<file path="config.mk">
export PLATFORM = sky130hd
export DESIGN_NAME = rf_wb_arbiter
export DESIGN_NICKNAME = d
export VERILOG_FILES = /design/src/rtl/rf_wb_arbiter.sv
export SDC_FILE = /design/constraint.sdc
export NUM_CORES = 1
export LEC_CHECK = 0
export CAP_MARGIN = 20
export CORE_UTILIZATION = 40
export DETAILED_ROUTE_END_ITERATION = 7
export PLACE_DENSITY = 0.78
export SYNTH_ARGS = -nofsm -noshare
export SYNTH_HDL_FRONTEND = slang
export SYNTH_SLANG_ARGS = --single-unit
</file>
<file path="constraint.sdc">
create_clock -name clock -period 2.5 [get_ports clock]
set_input_delay 0.625 -clock clock [delete_from_list [all_inputs] [get_ports clock]]
set_output_delay 0.625 -clock clock [all_outputs]
set_load 0.1 [all_outputs]
</file>
<file path="src/rtl/rf_wb_arbiter.sv">
// Writeback arbiter for the single register-file write port, plus the per-register
// busy scoreboard used by issue for RAW hazard stalls.
module rf_wb_arbiter #(
  parameter  int NUM_REQ = 2,
  parameter  int REG_AMT = 16,
  parameter  int ADDR_W  = $clog2(REG_AMT),
  parameter  int DATA_W  = 8,
  localparam int PTR_W   = (NUM_REQ > 1) ? $clog2(NUM_REQ) : 1
) (
  input  logic                      clock,
  input  logic                      reset,
  input  logic [NUM_REQ-1:0]        req_valid,
  input  logic [NUM_REQ*ADDR_W-1:0] req_dst,
  input  logic [NUM_REQ*DATA_W-1:0] req_data,
  output logic [NUM_REQ-1:0]        req_ready,
  output logic                      rf_wr_en,
  output logic [ADDR_W-1:0]         rf_dst,
  output logic [DATA_W-1:0]         rf_datain,
  input  logic                      reserve_valid,
  input  logic [ADDR_W-1:0]         reserve_dst,
  output logic                      reserve_ok,
  output logic [REG_AMT-1:0]        busy,
  output logic [PTR_W-1:0]          dbg_rr_ptr
);

  // Handshake: a requester holds valid/dst/data stable until it sees ready; the
  // transfer happens on the edge where valid && ready, and ready is one-hot.

  logic [PTR_W-1:0]   rr_ptr_q, rr_ptr_d;
  logic               rf_wr_en_q, rf_wr_en_d;
  logic [ADDR_W-1:0]  rf_dst_q, rf_dst_d;
  logic [DATA_W-1:0]  rf_datain_q, rf_datain_d;
  logic [REG_AMT-1:0] busy_q, busy_d;

  logic               grant_any;
  logic [PTR_W-1:0]   grant_idx;
  logic [ADDR_W-1:0]  sel_dst;
  logic [DATA_W-1:0]  sel_data;

  // Two passes give the rotating priority: first from rr_ptr upward, then wrap.
  always_comb begin
    grant_any = 1'b0;
    grant_idx = '0;
    for (int i = 0; i < NUM_REQ; i++) begin
      if (!grant_any && req_valid[i] && (i >= int'(rr_ptr_q))) begin
        grant_any = 1'b1;
        grant_idx = PTR_W'(i);
      end
    end
    for (int i = 0; i < NUM_REQ; i++) begin
      if (!grant_any && req_valid[i] && (i < int'(rr_ptr_q))) begin
        grant_any = 1'b1;
        grant_idx = PTR_W'(i);
      end
    end
    if (reset) begin
      grant_any = 1'b0;
    end
  end

  always_comb begin
    req_ready = '0;
    sel_dst   = '0;
    sel_data  = '0;
    for (int i = 0; i < NUM_REQ; i++) begin
      if (grant_any && (PTR_W'(i) == grant_idx)) begin
        req_ready[i] = 1'b1;
        sel_dst      = req_dst[i*ADDR_W +: ADDR_W];
        sel_data     = req_data[i*DATA_W +: DATA_W];
      end
    end
  end

  assign reserve_ok = reserve_valid && !busy_q[reserve_dst] && !reset;

  always_comb begin
    rr_ptr_d    = rr_ptr_q;
    rf_wr_en_d  = grant_any;
    rf_dst_d    = rf_dst_q;
    rf_datain_d = rf_datain_q;
    if (grant_any) begin
      rr_ptr_d    = (grant_idx == PTR_W'(NUM_REQ - 1)) ? '0 : grant_idx + 1'b1;
      rf_dst_d    = sel_dst;
      rf_datain_d = sel_data;
    end
  end

  // Clear before set so a same-register collision leaves the new producer owning it.
  always_comb begin
    busy_d = busy_q;
    if (rf_wr_en_q) begin
      busy_d[rf_dst_q] = 1'b0;
    end
    if (reserve_ok) begin
      busy_d[reserve_dst] = 1'b1;
    end
  end

  always_ff @(posedge clock) begin
    if (reset) begin
      rr_ptr_q    <= '0;
      rf_wr_en_q  <= 1'b0;
      rf_dst_q    <= '0;
      rf_datain_q <= '0;
      busy_q      <= '0;
    end else begin
      rr_ptr_q    <= rr_ptr_d;
      rf_wr_en_q  <= rf_wr_en_d;
      rf_dst_q    <= rf_dst_d;
      rf_datain_q <= rf_datain_d;
      busy_q      <= busy_d;
    end
  end

  assign rf_wr_en   = rf_wr_en_q;
  assign rf_dst     = rf_dst_q;
  assign rf_datain  = rf_datain_q;
  assign busy       = busy_q;
  assign dbg_rr_ptr = rr_ptr_q;

endmodule

</file>
==> results.ini <==
[route]
wl_per_cell_um = 14.7
drtAntennaViolNets = 0
drt_iter0_markers = 93
firstDrtPassIters = 4
num_vias = 1671
wirelength_um = 4480
drc = 0
via_per_inst = 5.50

[floorplanning]
dieArea_mm2 = 0.00402
die_w_um = 63.4
die_y_um = 63.4
rows = 21
io-pin-count = 66
core_area_mm2 = 0.00347
initial_core_util_pct = 43.4

[clock_network]
cts-hold-fix-buffers = 0
cts_tree = done
cts_num_sinks = 30
htreeDepth = 2
clock_latency_ns = 0.28
cts.path.max_buffers = 2
cts_root_buf = clkbuf_8
cts_buffers = 5
clkSlewWorstSetupHoldPaths_ns = 0.06

[yosys]
synth_top_family_by_area = compound AO/OA/AOI/OAI gates
synth_warnings = 0
synthFlopType = dfxtp_1
ys_ff_latch = 30
synth_seq_area_share_pct = 39.9
netlist_area_mm2 = 0.00151
muxShareOfSynthArea_pct = 7.97
synth_xor_area_share_pct = 0
avgSynthCellArea_um2 = 9.02
synth_compound_gate_area_share_pct = 30.5
synth_edf_count = 0
async_flop_share_pct = 0
netlist_instances = 167
synth_adder_area_share_pct = 0
synth_cell_types = 40
synth_fp_nets = 200
yosys.area_share.simple_pct = 17.4

[timing]
period_needed_ns = 2.60
fmax_ghz = 0.384
setup_viol = 1
max-slew-margin-rel_pct = 72.5
worst_pin_slew_ns = 0.408
drv_slew = 0
hold_viol_final = 0
rsz0062_at_grt = yes
setup_ws_ns = -0.103
post-route-period-util_pct = 104
skew_ns = 0.00803

[layout]
layout.cells.non_filler = 304
drive_above_1_share_pct = 36.8
diodes = 0
num-nets-final = 290
area_delta_synth_final_pct = 66.7
final_cell_mix = buf_4, clkdlybuf4s50_1, dfxtp_1
mostFrequentLayoutCell = buf_4

[global_routing]
grt_first_pass_wirelength_um = 7130
grtUsageTotal_pct = 22.7
grt_pass1_vias = 1563
antenna_found_initial = 0
gr-total-overflow = 0
grt_max_degree = 25

[hold_path]
min_path_type = reg2reg

[power]
p_seq_share_pct = 38.8
p_sw_share_pct = 35.5
vdd_drop_max_uv = 336
combPwrFrac_pct = 31.0
power_frac_clock_pct = 30.2
leakage_uw = 0.00102
pwr_density_cell_mw_per_mm2 = 535
p_sw_uw = 477
p_int_uw = 866
total_power_uw = 1340

[status]
violations = setup timing
status = finished with violations

[critical_path]
crit_path_start_kind = input pin
crit_type = in2out
critPathRequiredTime_ns = 1.88
worstPathArrival_ns = 1.98
cp_max_fo = 6
end_kind = output port

[placement]
gp_congestion = 0.857
post-place-cells = 292
hpwl_um = 3250
numPortBuffers = 65

[run]
maxCapViolCount = 0

-- registers in the layout, indices dropped and copies added, names as in the netlist --
register	flops
dbg_rr_ptr	1
rf_wr_en	1
busy	16
rf_datain	8
rf_dst	4
-- kinds of logic (layout without fill, tap and decap cells) --
| logic type | count (synthesis) | count (layout) |
|---|---|---|
| flops | 30 | 30 |
| compound gates | 65 | 65 |
| simple gates | 47 | 47 |
| buf+inv | 14 | 105 |
| mux | 11 | 11 |
-- synth_stat cells (4+ instances only) --
library cell,number,area [um^2]
a211oi_1,4,30.0
a21oi_1,12,60.1
a22oi_1,10,75.1
clkbuf_1,5,18.8
dfxtp_1,30,601
inv_1,5,18.8
mux2_2,4,45.0
mux2i_1,6,60.1
nand2_1,16,60.1
nand2b_1,6,37.5
nor2_1,7,26.3
o211ai_1,7,52.6
o21ai_0,4,20.0
o21ai_1,11,55.1
o22ai_1,5,31.3
-- critical path, stage by stage --
cell and delay, ns:
buf_8 0.10, buf_8 0.12, buf_6 0.11, mux2_4 0.31, nor2_4 0.12, a211oi_2 0.06, nor4_4 0.31, buf_12 0.21
-- repair_timing --
| action | in CTS | in global routing |
|---|---|---|
| gates resized for setup | 17 | 8 |
| hold endpoints to repair | 0 | 0 |
| pin swaps | 2 | 3 |
| setup endpoints to repair | 2 | 1 |
| cloned | 0 | 0 |
| buffers inserted | 1 | 3 |
-- path summary, 6_finish.rpt --
path / startpoint / endpoint / slack, ns / cells past startpoint
setup / recovery: reserve_dst[1] / reserve_ok / -0.10 / 8
hold / removal: busy[15] / busy[15] / 0.50 / 2
setup reg to reg: busy[1] / busy[9] / 1.11 / 5
hold reg to reg: busy[15] / busy[15] / 0.50 / 2
-- per-stage QoR --
| step | hold slack (ns) | TNS, ns | util, % | worst slack, ns | area (um^2) |
|---|---|---|---|---|---|
| finish | 0.502 | -0.103 | 72.4 | -0.103 | 2510 |
| global route | 0.525 | -0.159 | 72.4 | -0.159 | 2510 |
| CTS | 0.501 | -0.120 | 70.9 | -0.120 | 2460 |
| detailed placement | 0.493 | -0.501 | 66.9 | -0.499 | 2320 |
| global placement | 0.491 | -0.468 | 66.9 | -0.468 | 2320 |
| floorplan | 0.721 | -0.899 | - | -0.544 | 1540 |
-- power by group through the flow --
stage               combinational, uW  clock, uW  sequential (uW)
finish                            416        406              522
global route                      436        434              525
CTS                               406        412              522
detailed placement                401          0              532
global placement                  399          0              532
floorplan                         112          0              677
-- cell type report --
cell class | instances | area, um^2
multi-input cells | 123 | 915
inverters | 6 | 22.5
flip-flops and latches | 30 | 607
fillers | 280 | 957
clock inverters | 2 | 12.5
clock buffers | 6 | 82.6
well taps | 46 | 57.6
repair buffers | 91 | 815
-- layer usage --
metal  global-route usage [%]  routed length [um]  vias up
met5                        0                   0        -
met4                     9.94                 116        0
met3                     5.25                 295       12
met2                     37.1                2160       73
met1                     28.3                1900      774
li1                         -                   -      812
No activity file was read; power rests on OpenSTA's default activity.
